File: config.mk
export PLATFORM = sky130hd
export DESIGN_NAME = aes_batch_ctrl
export DESIGN_NICKNAME = d
export VERILOG_FILES = /design/src/rtl/aes_batch_ctrl.sv
export SDC_FILE = /design/constraint.sdc
export NUM_CORES = 1
export LEC_CHECK = 0
export BUFFER_PORTS_ARGS = -buffer_cell sky130_fd_sc_hd__buf_4
export CAP_MARGIN = 20
export CORE_AREA = 2 2 314 316
export DETAILED_ROUTE_END_ITERATION = 8
export DIE_AREA = 0 0 316 318
export GPL_ROUTABILITY_DRIVEN = 0
export GPL_TIMING_DRIVEN = 0
export PLACE_DENSITY = 0.46
export SYNTH_ARGS = -nofsm -noshare
export SYNTH_HDL_FRONTEND = slang
export SYNTH_SLANG_ARGS = --single-unit
File: constraint.sdc
create_clock -name clk -period 3.8 [get_ports clk]
set_clock_uncertainty 0.15 [all_clocks]
set_input_delay 0.57 -clock clk [delete_from_list [all_inputs] [get_ports clk]]
set_output_delay 0.57 -clock clk [all_outputs]
set_load 0.02 [all_outputs]
File: src/rtl/aes_batch_ctrl.sv
// rtl/aes_batch_ctrl.sv - multi-block AES job controller (ECB/CBC/CTR chaining, status, irq)
// Optional per-block WAIT watchdog is built when AES_BATCH_TIMEOUT_EN is defined.
module aes_batch_ctrl #(
  parameter int MAX_BLOCKS     = 8,
  parameter int TIMEOUT_CYCLES = 1024,
  localparam int AW = $clog2(MAX_BLOCKS),
  localparam int CW = $clog2(MAX_BLOCKS + 1)
) (
  input  logic          clk,
  input  logic          resetn,
  input  logic          start,
  input  logic          abort,
  input  logic          enc_dec,
  input  logic [2:0]    mode,
  input  logic [CW-1:0] num_blocks,
  input  logic [127:0]  iv,
  output logic [AW-1:0] blk_rd_addr,
  input  logic [127:0]  blk_rd_data,
  output logic          out_wr_en,
  output logic [AW-1:0] out_wr_addr,
  output logic [127:0]  out_wr_data,
  output logic          aes_start,
  output logic [127:0]  aes_plaintext,
  output logic [127:0]  aes_iv,
  output logic [2:0]    aes_mode,
  output logic          aes_enc_dec,
  input  logic          aes_done,
  input  logic [127:0]  aes_result,
  output logic          busy,
  output logic          done,
  output logic          error,
  output logic [1:0]    err_code,
  output logic [CW-1:0] blocks_done,
  output logic          irq
);

  typedef enum logic [2:0] {
    S_IDLE, S_FETCH, S_LOAD, S_WAIT, S_WRITE, S_DONE, S_ERROR
  } state_t;

  localparam logic [CW-1:0] MAX_NB = CW'(MAX_BLOCKS);

  state_t        state_q, state_d;
  logic          start_q, start_d;
  logic          busy_q, busy_d;
  logic          done_q, done_d;
  logic          error_q, error_d;
  logic [1:0]    err_code_q, err_code_d;
  logic [CW-1:0] blocks_done_q, blocks_done_d;
  logic          irq_q, irq_d;
  logic [AW-1:0] idx_q, idx_d;
  logic [CW-1:0] nb_q, nb_d;
  logic [127:0]  chain_q, chain_d;
  logic [AW-1:0] rd_addr_q, rd_addr_d;
  logic [127:0]  pt_q, pt_d;
  logic [127:0]  aes_iv_q, aes_iv_d;
  logic [2:0]    mode_q, mode_d;
  logic          enc_dec_q, enc_dec_d;
  logic          aes_start_q, aes_start_d;
  logic          wr_en_q, wr_en_d;
  logic [AW-1:0] wr_addr_q, wr_addr_d;
  logic [127:0]  wr_data_q, wr_data_d;
`ifdef AES_BATCH_TIMEOUT_EN
  localparam int TW = $clog2(TIMEOUT_CYCLES + 1);
  logic [TW-1:0] tmo_q, tmo_d;
`endif

  logic       launch;
  logic       active;
  logic       err_go;
  logic [1:0] err_val;

  always_comb begin
    state_d       = state_q;
    start_d       = start;
    busy_d        = busy_q;
    done_d        = done_q;
    error_d       = error_q;
    err_code_d    = err_code_q;
    blocks_done_d = blocks_done_q;
    irq_d         = 1'b0;
    idx_d         = idx_q;
    nb_d          = nb_q;
    chain_d       = chain_q;
    rd_addr_d     = rd_addr_q;
    pt_d          = pt_q;
    aes_iv_d      = aes_iv_q;
    mode_d        = mode_q;
    enc_dec_d     = enc_dec_q;
    aes_start_d   = 1'b0;
    wr_en_d       = 1'b0;
    wr_addr_d     = wr_addr_q;
    wr_data_d     = wr_data_q;
`ifdef AES_BATCH_TIMEOUT_EN
    tmo_d         = tmo_q;
`endif
    err_go        = 1'b0;
    err_val       = 2'd0;
    // abort outranks a simultaneous start edge
    launch = start && !start_q && !abort;
    active = (state_q == S_FETCH) || (state_q == S_LOAD) ||
             (state_q == S_WAIT)  || (state_q == S_WRITE);

    if (active && abort) begin
      err_go  = 1'b1;
      err_val = 2'd3;
    end else begin
      case (state_q)
        S_IDLE, S_DONE, S_ERROR: begin
          if (launch) begin
            done_d        = 1'b0;
            error_d       = 1'b0;
            err_code_d    = 2'd0;
            blocks_done_d = '0;
            mode_d        = mode;
            enc_dec_d     = enc_dec;
            nb_d          = num_blocks;
            chain_d       = iv;
            if (num_blocks == '0 || num_blocks > MAX_NB || mode > 3'd2) begin
              err_go  = 1'b1;
              err_val = 2'd1;
            end else begin
              idx_d     = '0;
              rd_addr_d = '0;
              busy_d    = 1'b1;
              state_d   = S_FETCH;
            end
          end
        end
        S_FETCH: state_d = S_LOAD;
        S_LOAD: begin
          pt_d        = blk_rd_data;
          aes_iv_d    = chain_q;
          aes_start_d = 1'b1;
`ifdef AES_BATCH_TIMEOUT_EN
          tmo_d       = '0;
`endif
          state_d     = S_WAIT;
        end
        S_WAIT: begin
          if (aes_done) begin
            wr_data_d = aes_result;
            wr_addr_d = idx_q;
            wr_en_d   = 1'b1;
            state_d   = S_WRITE;
            case (mode_q)
              3'd1:    chain_d = enc_dec_q ? aes_result : pt_q;
              3'd2:    chain_d = {chain_q[127:32], chain_q[31:0] + 32'd1};
              default: chain_d = chain_q;
            endcase
          end
`ifdef AES_BATCH_TIMEOUT_EN
          else if (tmo_q == TW'(TIMEOUT_CYCLES - 1)) begin
            err_go  = 1'b1;
            err_val = 2'd2;
          end else begin
            tmo_d = tmo_q + TW'(1);
          end
`endif
        end
        S_WRITE: begin
          blocks_done_d = blocks_done_q + CW'(1);
          if (CW'(idx_q) == nb_q - CW'(1)) begin
            busy_d  = 1'b0;
            done_d  = 1'b1;
            irq_d   = 1'b1;
            state_d = S_DONE;
          end else begin
            idx_d     = idx_q + AW'(1);
            rd_addr_d = idx_q + AW'(1);
            state_d   = S_FETCH;
          end
        end
        default: state_d = S_IDLE;
      endcase
    end

    if (err_go) begin
      state_d    = S_ERROR;
      busy_d     = 1'b0;
      error_d    = 1'b1;
      err_code_d = err_val;
      irq_d      = 1'b1;
    end
  end

  always_ff @(posedge clk) begin
    if (!resetn) begin
      state_q       <= S_IDLE;
      start_q       <= 1'b1;
      busy_q        <= 1'b0;
      done_q        <= 1'b0;
      error_q       <= 1'b0;
      err_code_q    <= 2'd0;
      blocks_done_q <= '0;
      irq_q         <= 1'b0;
      idx_q         <= '0;
      nb_q          <= '0;
      chain_q       <= '0;
      rd_addr_q     <= '0;
      pt_q          <= '0;
      aes_iv_q      <= '0;
      mode_q        <= 3'd0;
      enc_dec_q     <= 1'b0;
      aes_start_q   <= 1'b0;
      wr_en_q       <= 1'b0;
      wr_addr_q     <= '0;
      wr_data_q     <= '0;
`ifdef AES_BATCH_TIMEOUT_EN
      tmo_q         <= '0;
`endif
    end else begin
      state_q       <= state_d;
      start_q       <= start_d;
      busy_q        <= busy_d;
      done_q        <= done_d;
      error_q       <= error_d;
      err_code_q    <= err_code_d;
      blocks_done_q <= blocks_done_d;
      irq_q         <= irq_d;
      idx_q         <= idx_d;
      nb_q          <= nb_d;
      chain_q       <= chain_d;
      rd_addr_q     <= rd_addr_d;
      pt_q          <= pt_d;
      aes_iv_q      <= aes_iv_d;
      mode_q        <= mode_d;
      enc_dec_q     <= enc_dec_d;
      aes_start_q   <= aes_start_d;
      wr_en_q       <= wr_en_d;
      wr_addr_q     <= wr_addr_d;
      wr_data_q     <= wr_data_d;
`ifdef AES_BATCH_TIMEOUT_EN
      tmo_q         <= tmo_d;
`endif
    end
  end

  // The write strobe is registered but an abort in the WRITE cycle must still suppress it.
  assign out_wr_en     = wr_en_q && !abort;
  assign out_wr_addr   = wr_addr_q;
  assign out_wr_data   = wr_data_q;
  assign blk_rd_addr   = rd_addr_q;
  assign aes_start     = aes_start_q;
  assign aes_plaintext = pt_q;
  assign aes_iv        = aes_iv_q;
  assign aes_mode      = mode_q;
  assign aes_enc_dec   = enc_dec_q;
  assign busy          = busy_q;
  assign done          = done_q;
  assign error         = error_q;
  assign err_code      = err_code_q;
  assign blocks_done   = blocks_done_q;
  assign irq           = irq_q;

endmodule

==> results.json <==
{
  "antenna_found_initial": 22,
  "synth_common_cells": "825 x nand2_1, 541 x dfxtp_1, 426 x a21oi_1",
  "whs_ns": 0.0502,
  "yosysUniqueCellTypes": 68,
  "synth_adder_area_share_pct": 0.316,
  "clockBufferDepth": 3,
  "dp.cells": 4832,
  "stdcell_count": 5120,
  "dieArea_sq_um": 100000,
  "power.density_nw_per_um2": 576,
  "avgSynthCellArea_sq_um": 8.10,
  "fin_util_pct": 34.6,
  "reg2reg_from": "state_q[0]$_SDFFE_PP0P_",
  "synth.most_common_cell": "nand2_1",
  "yosys_warnings": 0,
  "r2r-end": "out_wr_data[47]$_SDFFE_PN0P_",
  "postCtsSetupBuffers": 0,
  "grt_setup_unrepaired": "no",
  "wl_um": 120000,
  "maxCapViolCount": 0,
  "worst_pin_slew_ns": 1.09,
  "synth-seq-cells": 541,
  "whs_endpoint": "out_wr_data[3]$_SDFFE_PN0P_",
  "synth_compound_area_share_pct": 19.9,
  "worstSetupStartpointType": "register",
  "slew_viol_final": 0,
  "finalHoldViolations": 0,
  "worstSetupPathType": "register to register",
  "synth.area.mux_share_pct": 6.68,
  "clk_latency_ns": 0.64,
  "nNetsFinal": 4176,
  "overflow": 0,
  "htree_levels": 3,
  "synth_top_area_share_pct": 48.9,
  "drc": 0,
  "syn_area_sq_um": 22200,
  "relSlewSlack_pct": 27.4,
  "num_rows": 115,
  "grt_max_degree": 12,
  "synth.area.top_cells": "dfxtp_1 49%, nand2_1 14%, a21oi_1 9.6%",
  "worstPathMaxFanout": 10,
  "max_freq_ghz": 0.286,
  "clk_pin_slew_ns": 0.06,
  "worstHoldPathType": "input pin to register",
  "r2r_cells": 9,
  "cts_tree": "done",
  "grt_pass1_vias": 23300,
  "synth_top_family_by_area": "compound AO/OA/AOI/OAI gates",
  "synth_xor_area_share_pct": 1.19,
  "syn-num-nets": 3138,
  "chipHeight_um": 318,
  "hold_path.startpoint": "aes_result[3]",
  "syn2layout_area_growth_pct": 52.1,
  "synthFlopType": "dfxtp_1",
  "arrival_ns": 3.89,
  "coreArea_sq_um": 97400,
  "numPortBuffers": 802,
  "dpl.hpwl_um": 93200,
  "peakVddDrop_mv": 0.321,
  "synth_seq_area_share_pct": 48.9,
  "ant_nets": 0,
  "finalSetupViolations": 0,
  "run_status": "finished, final reports clean",
  "period_minus_slack_ns": 3.49,
  "drtPass1Iterations": 5,
  "grt.total_usage_pct": 23.0,
  "synthCells": 2736,
  "rrSetupSlack_ns": 0.31,
  "min_path_cells": 3,
  "drive_gt1_share_pct": 27.7,
  "grt_pass1_wl_um": 167000,
  "synth_edf_count": 0,
  "cts.sinks": 541,
  "required_ns": 4.19,
  "ys_async_sr_fraction_pct": 0,
  "io_pins": 803,
  "cts-root-buf": "clkbuf_16",
  "yosys.area_share.simple_pct": 18.8,
  "fin_crit_sh_pct": 91.9,
  "die_w_um": 316,
  "cts_made_buffers": 70,
  "yosysTopAreaCell": "dfxtp_1",
  "wl_per_cell_um": 23.4,
  "routed_via_density": 4.68,
  "vias": 24000,
  "power_mw": 19.4,
  "critPathCaptureType": "register",
  "drt_iter0_markers": 1711,
  "initial_core_util_pct": 22.8,
  "p_leak_nw": 13.3
}
==> placed cells by master, fill, tap and decap left out, types with 99 or more instances in the layout <==
master	Yosys	layout
nand2_1	825	825
buf_4	2	804
dfxtp_1	541	541
a21oi_1	426	426
clkbuf_1	202	209
dlygate4sd3_1	1	157
nor2_1	136	136
a211oi_1	114	114
mux2_2	103	103
a22oi_1	99	99
==> stage by stage <==
step / setup WS (ns) / instance area [sq um] / TNS [ns]
after global placement: -1.37 / 29800 / -120.28
after global routing: 0.124 / 33700 / 0
after CTS: 0.0454 / 33700 / 0
after detailed placement: -0.106 / 29900 / -0.906
after floorplan: 1.38 / 22200 / 0
final: 0.309 / 33700 / 0
==> cell families after synthesis <==
family                   after synthesis
buffers and inverters                236
XOR/XNOR                              30
AO/OA/AOI/OAI                        747
adder cells (fa/ha/maj)                5
multiplexers                         135
flip-flops                           541
AND/OR/NAND/NOR                     1042
==> state kept, by name, summed over array words and instances, names as in the netlist, 4 cells and up <==
| register | flops |
|---|---|
| aes_iv | 128 |
| aes_plaintext | 128 |
| chain_q | 128 |
| out_wr_data | 128 |
| blocks_done | 4 |
| nb_q | 4 |
==> layout make-up <==
cell class              instances  area [sq um]
clock inverters                14          98.8
flip-flops and latches        541         10800
diodes                         12          30.0
repair buffers                966          7710
multi-input cells            1959         10400
plain buffers                 230           935
clock buffers                 105          2080
inverters                       6          22.5
fillers                     10500         63700
well taps                    1287          1610
==> where the power goes <==
| part | internal, mW | leakage, nW | switching (mW) |
|---|---|---|---|
| combinational | 2.09 | 7.86 | 3.77 |
| sequential | 6.48 | 4.38 | 0.638 |
| clock | 3.76 | 1.07 | 2.70 |
==> worst max-delay path by stage <==
stage	startpoint	endpoint	slack, ns	cells past startpoint
detailed placement	state_q[0]$_SDFFE_PP0P_	out_wr_data[43]$_SDFFE_PN0P_	-0.11	9
CTS	state_q[0]$_SDFFE_PP0P_	out_wr_data[47]$_SDFFE_PN0P_	0.05	9
floorplan	state_q[2]$_SDFFE_PN0P_	chain_q[113]$_SDFFE_PN0P_	1.38	9
finish	state_q[0]$_SDFFE_PP0P_	out_wr_data[47]$_SDFFE_PN0P_	0.31	9
global route	state_q[1]$_SDFFE_PN0P_	aes_plaintext[37]$_SDFFE_PN0P_	0.12	6
global placement	state_q[0]$_SDFFE_PP0P_	out_wr_data[42]$_SDFFE_PN0P_	-1.37	8
==> routing by layer <==
layer	routed length [um]	GRT usage (%)	share of wire (%)	up-vias
met5	62	0	0.052	-
met4	3410	8.38	2.8	10
met3	9030	5.86	7.5	168
met2	57100	37.4	48	823
met1	50500	29.1	42	11500
li1	-	-	-	11500
==> critical path, stage by stage, from the launching register on <==
cell and delay [ns]:
dfxtp_1 0.47, buf_2 0.28, nand3b_1 0.10, clkbuf_1 0.24, buf_8 0.22, nor3b_4 0.57
clkbuf_4 0.53, buf_2 0.57, nand2_1 0.13, a21oi_1 0.14
==> what timing repair did <==
item	in CTS	in global routing
hold buffers	156	0
setup endpoints to repair	10	4
endpoints found under the hold margin	156	0
gates resized for setup	1	1
No activity file was read; power rests on OpenSTA's default activity.
